$ cat src/rtl/seq_detector_prog_if.sv
// Bus bundle for seq_detector_prog: serial input, configuration, counter
// control, and the detect/count/display results.
interface seq_detector_prog_if #(
    parameter int unsigned PRE_LEN    = 2,
    parameter int unsigned NUM_DIGITS = 2
);
    logic                      ena;
    logic                      sig_to_test;
    logic                      cfg_load;
    logic [PRE_LEN-1:0]        cfg_prefix;
    logic                      cfg_fill;
    logic                      cfg_final;
    logic                      cfg_overlap;
    logic                      cnt_clr;
    logic                      z;
    logic [4*NUM_DIGITS-1:0]   count_bcd;
    logic [7*NUM_DIGITS-1:0]   disp;
    logic                      overflow;

    modport master (
        output ena, sig_to_test, cfg_load, cfg_prefix, cfg_fill, cfg_final,
               cfg_overlap, cnt_clr,
        input  z, count_bcd, disp, overflow
    );

    modport slave (
        input  ena, sig_to_test, cfg_load, cfg_prefix, cfg_fill, cfg_final,
               cfg_overlap, cnt_clr,
        output z, count_bcd, disp, overflow
    );
endinterface

$ cat src/rtl/seq_detector_prog.sv
// Programmable Mealy detector for PREFIX, FILL*, FINAL with a BCD detection
// counter and active-low 7-segment display of the count.
module seq_detector_prog #(
    parameter int unsigned        PRE_LEN     = 2,
    parameter int unsigned        NUM_DIGITS  = 2,
    parameter logic [PRE_LEN-1:0] RST_PREFIX  = PRE_LEN'(2'b01),
    parameter logic               RST_FILL    = 1'b0,
    parameter logic               RST_FINAL   = 1'b1,
    parameter logic               RST_OVERLAP = 1'b1,
    parameter logic               SATURATE    = 1'b0,
    parameter logic               BLANK_LZ    = 1'b0
) (
    input  logic                 clk,
    input  logic                 rst,
    seq_detector_prog_if.slave   bus
);
    localparam int unsigned VW = $clog2(PRE_LEN + 1);
    localparam int unsigned CW = 4 * NUM_DIGITS;
    localparam int unsigned DW = 7 * NUM_DIGITS;
    localparam logic [VW-1:0] VALID_FULL = VW'(PRE_LEN);

    // Configuration
    logic [PRE_LEN-1:0] r_prefix;
    logic               r_fill;
    logic               r_final;
    logic               r_overlap;

    // Detector state
    logic [PRE_LEN-1:0] r_hist;
    logic [VW-1:0]      r_valid;
    logic               r_armed;

    // Counter and display
    logic [CW-1:0]      r_count;
    logic               r_ovf;
    logic [DW-1:0]      r_disp;

    logic               w_b;
    logic               w_z;
    logic [PRE_LEN-1:0] w_hist_n;
    logic [VW-1:0]      w_valid_n;
    logic               w_pm;
    logic               w_hold;
    logic [PRE_LEN-1:0] w_hist_nx;
    logic [VW-1:0]      w_valid_nx;
    logic               w_armed_nx;
    logic [CW-1:0]      w_cnt_inc;
    logic               w_carry;
    logic [CW-1:0]      w_cnt_nx;
    logic               w_ovf_nx;

    function automatic logic [6:0] f_seg(input logic [3:0] d);
        logic [6:0] s;
        case (d)
            4'd0:    s = 7'b1000000;
            4'd1:    s = 7'b1111001;
            4'd2:    s = 7'b0100100;
            4'd3:    s = 7'b0110000;
            4'd4:    s = 7'b0011001;
            4'd5:    s = 7'b0010010;
            4'd6:    s = 7'b0000010;
            4'd7:    s = 7'b1111000;
            4'd8:    s = 7'b0000000;
            4'd9:    s = 7'b0011000;
            default: s = 7'b0000111;
        endcase
        return s;
    endfunction

    // Render all digits, most significant first so leading zeros can be tracked
    function automatic logic [DW-1:0] f_render(input logic [CW-1:0] cnt);
        logic [DW-1:0] d;
        logic          lz;
        logic [6:0]    seg;
        d  = '0;
        lz = 1'b1;
        for (int k = int'(NUM_DIGITS) - 1; k >= 0; k--) begin
            seg = f_seg(cnt[4*k +: 4]);
            lz  = lz & (cnt[4*k +: 4] == 4'd0);
            if (BLANK_LZ && lz && (k != 0)) begin
                seg = 7'b1111111;
            end
            d[7*k +: 7] = seg;
        end
        return d;
    endfunction

    assign w_b       = bus.sig_to_test;
    assign w_z       = bus.ena & r_armed & (w_b == r_final);
    assign w_hist_n  = PRE_LEN'({r_hist, w_b});
    assign w_valid_n = (r_valid == VALID_FULL) ? r_valid : r_valid + VW'(1);
    assign w_pm      = (w_hist_n == r_prefix) & (w_valid_n == VALID_FULL);
    // Fill bits keep the detector armed only when they cannot be mistaken for FINAL
    assign w_hold    = r_armed & (w_b == r_fill) & (r_fill != r_final);

    // Detector next state; a config load wipes the history
    always_comb begin
        w_hist_nx  = r_hist;
        w_valid_nx = r_valid;
        w_armed_nx = r_armed;
        if (bus.cfg_load) begin
            w_hist_nx  = '0;
            w_valid_nx = '0;
            w_armed_nx = 1'b0;
        end else if (bus.ena) begin
            if (w_z && !r_overlap) begin
                w_hist_nx  = '0;
                w_valid_nx = '0;
                w_armed_nx = 1'b0;
            end else if (w_z) begin
                w_hist_nx  = w_hist_n;
                w_valid_nx = w_valid_n;
                w_armed_nx = w_pm;
            end else begin
                w_hist_nx  = w_hist_n;
                w_valid_nx = w_valid_n;
                w_armed_nx = w_pm | w_hold;
            end
        end
    end

    // BCD ripple increment; a carry out of the top digit means the count was all 9s
    always_comb begin
        w_cnt_inc = r_count;
        w_carry   = 1'b1;
        for (int k = 0; k < int'(NUM_DIGITS); k++) begin
            if (w_carry) begin
                if (r_count[4*k +: 4] >= 4'd9) begin
                    w_cnt_inc[4*k +: 4] = 4'd0;
                end else begin
                    w_cnt_inc[4*k +: 4] = r_count[4*k +: 4] + 4'd1;
                    w_carry             = 1'b0;
                end
            end
        end

        w_cnt_nx = r_count;
        w_ovf_nx = r_ovf;
        if (bus.cnt_clr) begin
            w_cnt_nx = '0;
            w_ovf_nx = 1'b0;
        end else if (w_z) begin
            if (w_carry) begin
                w_ovf_nx = 1'b1;
                w_cnt_nx = SATURATE ? r_count : w_cnt_inc;
            end else begin
                w_cnt_nx = w_cnt_inc;
            end
        end
    end

    always_ff @(posedge clk or negedge rst) begin
        if (!rst) begin
            r_prefix  <= RST_PREFIX;
            r_fill    <= RST_FILL;
            r_final   <= RST_FINAL;
            r_overlap <= RST_OVERLAP;
        end else if (bus.cfg_load) begin
            r_prefix  <= bus.cfg_prefix;
            r_fill    <= bus.cfg_fill;
            r_final   <= bus.cfg_final;
            r_overlap <= bus.cfg_overlap;
        end
    end

    always_ff @(posedge clk or negedge rst) begin
        if (!rst) begin
            r_hist  <= '0;
            r_valid <= '0;
            r_armed <= 1'b0;
        end else begin
            r_hist  <= w_hist_nx;
            r_valid <= w_valid_nx;
            r_armed <= w_armed_nx;
        end
    end

    // Display trails the count by one cycle and refreshes regardless of ena
    always_ff @(posedge clk or negedge rst) begin
        if (!rst) begin
            r_count <= '0;
            r_ovf   <= 1'b0;
            r_disp  <= f_render(CW'(0));
        end else begin
            r_count <= w_cnt_nx;
            r_ovf   <= w_ovf_nx;
            r_disp  <= f_render(r_count);
        end
    end

    assign bus.z         = w_z;
    assign bus.count_bcd = r_count;
    assign bus.disp      = r_disp;
    assign bus.overflow  = r_ovf;

endmodule
$ cat src/flat_wrapper.sv
// flat-port wrapper written by rule: the top's interface ports become plain ports
module seq_detector_prog_flat 
#(
    parameter int unsigned        PRE_LEN     = 2,
    parameter int unsigned        NUM_DIGITS  = 2,
    parameter logic [PRE_LEN-1:0] RST_PREFIX  = PRE_LEN'(2'b01),
    parameter logic               RST_FILL    = 1'b0,
    parameter logic               RST_FINAL   = 1'b1,
    parameter logic               RST_OVERLAP = 1'b1,
    parameter logic               SATURATE    = 1'b0,
    parameter logic               BLANK_LZ    = 1'b0
)
  (clk, rst, bus_ena, bus_sig_to_test, bus_cfg_load, bus_cfg_prefix, bus_cfg_fill, bus_cfg_final, bus_cfg_overlap, bus_cnt_clr, bus_z, bus_count_bcd, bus_disp, bus_overflow);
  seq_detector_prog_if #(.PRE_LEN(PRE_LEN), .NUM_DIGITS(NUM_DIGITS)) bus_i ();
  input  logic clk;
  input  logic rst;
  input wire logic [$bits(bus_i.ena)-1:0] bus_ena;
  input wire logic [$bits(bus_i.sig_to_test)-1:0] bus_sig_to_test;
  input wire logic [$bits(bus_i.cfg_load)-1:0] bus_cfg_load;
  input wire logic [$bits(bus_i.cfg_prefix)-1:0] bus_cfg_prefix;
  input wire logic [$bits(bus_i.cfg_fill)-1:0] bus_cfg_fill;
  input wire logic [$bits(bus_i.cfg_final)-1:0] bus_cfg_final;
  input wire logic [$bits(bus_i.cfg_overlap)-1:0] bus_cfg_overlap;
  input wire logic [$bits(bus_i.cnt_clr)-1:0] bus_cnt_clr;
  output wire logic [$bits(bus_i.z)-1:0] bus_z;
  output wire logic [$bits(bus_i.count_bcd)-1:0] bus_count_bcd;
  output wire logic [$bits(bus_i.disp)-1:0] bus_disp;
  output wire logic [$bits(bus_i.overflow)-1:0] bus_overflow;
  assign bus_i.ena = bus_ena;
  assign bus_i.sig_to_test = bus_sig_to_test;
  assign bus_i.cfg_load = bus_cfg_load;
  assign bus_i.cfg_prefix = bus_cfg_prefix;
  assign bus_i.cfg_fill = bus_cfg_fill;
  assign bus_i.cfg_final = bus_cfg_final;
  assign bus_i.cfg_overlap = bus_cfg_overlap;
  assign bus_i.cnt_clr = bus_cnt_clr;
  assign bus_z = bus_i.z;
  assign bus_count_bcd = bus_i.count_bcd;
  assign bus_disp = bus_i.disp;
  assign bus_overflow = bus_i.overflow;
  seq_detector_prog #(.PRE_LEN(PRE_LEN), .NUM_DIGITS(NUM_DIGITS), .RST_PREFIX(RST_PREFIX), .RST_FILL(RST_FILL), .RST_FINAL(RST_FINAL), .RST_OVERLAP(RST_OVERLAP), .SATURATE(SATURATE), .BLANK_LZ(BLANK_LZ)) u_core (.clk(clk), .rst(rst), .bus(bus_i));
endmodule
$ cat config.mk
export PLATFORM = sky130hd
export DESIGN_NAME = seq_detector_prog_flat
export DESIGN_NICKNAME = d
export VERILOG_FILES = /design/src/rtl/seq_detector_prog_if.sv /design/src/rtl/seq_detector_prog.sv /design/src/flat_wrapper.sv
export SDC_FILE = /design/constraint.sdc
export NUM_CORES = 1
export LEC_CHECK = 0
export ABC_CLOCK_PERIOD_IN_PS = 3600
export CAP_MARGIN = 10
export CORE_ASPECT_RATIO = 1.25
export CORE_MARGIN = 2
export CORE_UTILIZATION = 51
export CTS_BUF_LIST = sky130_fd_sc_hd__clkbuf_2 sky130_fd_sc_hd__clkbuf_4 sky130_fd_sc_hd__clkbuf_8
export DETAILED_ROUTE_END_ITERATION = 16
export GPL_TIMING_DRIVEN = 1
export PLACE_DENSITY = 0.81
export SYNTH_ARGS = -nofsm -noshare
export SYNTH_HDL_FRONTEND = slang
export SYNTH_SLANG_ARGS = --single-unit
$ cat constraint.sdc
create_clock -name clk -period 3.6 [get_ports clk]
set_input_delay 0.54 -clock clk [delete_from_list [all_inputs] [get_ports clk]]
set_output_delay 0.54 -clock clk [all_outputs]
set_load 0.005 [all_outputs]
==> run_results.csv <==
group,metric,value,unit
outcome,status,"finished clean",
synth,synth-seq-cells,32,
global_route,grt_pass1_wl,5.32,mm
hold_path,min_to,"u_core.r_valid[0]$_DFFE_PN0P_",
synth,yosysMostFrequentCell,"dfrtp_1",
clock_network,post-cts-setup-buffers,0,
synth,synthesis.nets,174,
clock_network,clk_pin_slew_worst_paths,0.09,ns
clock_network,cts-resized-gates,0,
layout,utilization,69.5,%
critical_path,r2r_end,"u_core.bus.count_bcd[7]$_DFFE_PN0P_",
synth,ys_seq_area_share,51.0,%
pwr,vdd_drop_max,0.278,mV
route,dr_total_vias,1245,
timing,fin_setup_tns,0,ns
layout,nets,210,
global_route,grt_pass1_vias,1179,
route,drc,0,
floorplanning,die_area,3570,um^2
timing,min_period,2.74,ns
hold_path,hold_depth,1,
floorplanning,die_w,53.8,um
global_route,grt_max_degree,33,
placed_design,dp.final_hpwl,2.28,mm
global_route,overflow,0,
global_route,track_usage,21.1,%
pwr,power_leakage,0.899,nW
route,wire_per_inst,14.1,um
clock_network,cts-buffers-inserted,5,
timing,whs,0.513,ns
critical_path,path_class,"input port to primary output",
synth,yosysTopAreaCell,"dfrtp_1",
synth,ys.flop_type,"dfrtp_1",
synth,syn_area,1580,um^2
timing,worst-slew-pin-transition,0.519,ns
route,first_pass_iters,4,
timing,slew_headroom,65.2,%
floorplanning,die_h,66.3,um
floorplanning,core-area,2950,um^2
floorplanning,placementRows,22,
run,maxCapViolCount,0,
timing,setup_viol,0,
pwr,power_density,360,nW/um^2
synth,avgSynthCellArea,10.3,um^2
critical_path,r2r_setup_slack,1.81,ns
route,drtIter0Drc,16,
clock_network,cts-root-buf,"clkbuf_4",
floorplanning,start_util,53.7,%
timing,hold_viol_final,0,
hold_path,holdCritPathClass,"flop to flop",
synth,netlist.area_leader.share,42.7,%
clock_network,ctsHtreeMaxLevel,2,
critical_path,cp.required,3.06,ns
route,vias_per_cell,5.51,
timing,period_share,76.2,%
route,wl,3.19,mm
timing,fmax,0.365,GHz
critical_path,crit_fanout,9,
route,drtAntennaViolNets,0,
clock_network,cts_tree,"done",
placed_design,place_congestion,0.797,
clock_network,cts.sinks,32,
critical_path,endpoint_kind,"primary output",
clock_network,insertion_delay,0.34,ns
critical_path,rr_worst_depth,6,
synth,synth_enable_flop_cells,0,
critical_path,crit_start,"bus_sig_to_test",
synth,synthTopCellsByArea,"dfrtp_1, dfstp_2, ha_1",
layout,diodes,0,
global_route,antenna_found_initial,0,
synth,synth_warnings,0,
clock_network,clock_path_buffers,2,
layout,syn_to_final_growth,29.4,%
synth,synth-async-reset-ratio,100,%
timing,fin_worst_skew,0.0148,ns
hold_path,worstHoldStart,"u_core.r_valid[0]$_DFFE_PN0P_",
synth,netlist_instances,153,
timing,finalMaxSlewViolations,0,
critical_path,r2r-start,"u_core.bus.count_bcd[4]$_DFFE_PN0P_",
layout,final_cell_count_no_fill,226,
timing,rsz0062_at_grt,"no",
synth,netlist_top_cells_count,"dfrtp_1, a21oi_1, nor2_1",
critical_path,worstPathArrival,2.20,ns
placed_design,io_buffers,34,
placed_design,dpl.cell_count,218,
clock_network,postCtsHoldBufs,0,
layout,drive_above_1_share,12.1,%
floorplanning,ios,35,
critical_path,start_kind,"input port",
synth,synth_cell_types,33,
[worst max path at each step]
stage | endpoint | slack (ns) | cells after the start
floorplan | u_core.bus.count_bcd[7]$_DFFE_PN0P_ | 2.07 | 6
global placement | bus_z | 0.93 | 5
detailed placement | bus_z | 0.88 | 5
CTS | bus_z | 0.87 | 5
global route | bus_z | 0.78 | 5
finish | bus_z | 0.86 | 5
[final cells by class]
type | count | area [um^2]
Fill cell | 222 | 897
Sequential cell | 32 | 807
Multi-Input combinational cell | 104 | 712
Timing Repair Buffer | 35 | 348
Clock buffer | 7 | 65.1
Tap cell | 36 | 45.0
Inverter | 11 | 41.3
Clock inverter | 1 | 30.0
[per-layer routing]
layer	track usage, %	vias to the layer above	wire length [um]
met5	0	-	0
met4	8.65	0	57
met3	5.43	7	150
met2	35.4	27	1700
met1	24.9	601	1290
li1	-	610	-
[logic make-up after synthesis]
family,synth area share (%)
AND/OR/NAND/NOR,15.7
AO/OA/AOI/OAI,16.0
multiplexers,4.27
buffers and inverters,4.03
XOR/XNOR,1.11
adder cells (fa/ha/maj),7.91
flip-flops,51.0
[worst max-delay path: stages]
cell             delay (ns)
clkdlybuf4s50_1        0.54
nand2b_1               0.21
nand4_4                0.19
inv_2                  0.19
clkdlybuf4s50_1        0.53
[sequential cells by signal (all words and copies together) (netlist names), 2 cells and up]
name and flops:
u_core.r_valid 2, u_core.bus.disp 14, u_core.r_prefix 2, u_core.bus.count_bcd 8
[metrics by stage]
step / total power, mW / setup WS (ns) / cell area [um^2]
detailed placement: 0.439 / 0.882 / 1950
floorplan: 0.409 / 2.07 / 1580
global route: 0.764 / 0.784 / 2050
finish: 0.738 / 0.857 / 2050
global placement: 0.434 / 0.927 / 1950
CTS: 0.749 / 0.870 / 2050
[layout by cell type, fill, tap and decap left out, types with 2 or more instances in the layout]
cell | netlist | final
nand3_1 | 4 | 4
nand2_1 | 11 | 11
a211oi_1 | 4 | 4
or3_1 | 2 | 2
o21ai_0 | 7 | 7
nor2b_1 | 4 | 4
o32ai_1 | 2 | 2
a22o_1 | 3 | 3
clkbuf_8 | 0 | 2
dfrtp_1 | 27 | 27
clkbuf_4 | 0 | 5
ha_1 | 10 | 10
clkdlybuf4s50_1 | 0 | 34
o21a_1 | 2 | 2
a21o_1 | 2 | 2
inv_1 | 10 | 10
nand2b_1 | 4 | 4
dfstp_2 | 5 | 5
nand4_1 | 2 | 2
a21oi_1 | 14 | 14
mux2_2 | 6 | 6
o31ai_1 | 2 | 2
xnor2_1 | 2 | 2
nor2_1 | 13 | 13
[report_power, final]
part	switching, mW	total (mW)	internal (mW)
clock network	0.123	0.307	0.184
logic	0.0247	0.0525	0.0278
registers	0.00678	0.378	0.371
total	0.155	0.738	0.584
(Power assumes the default switching activity.)
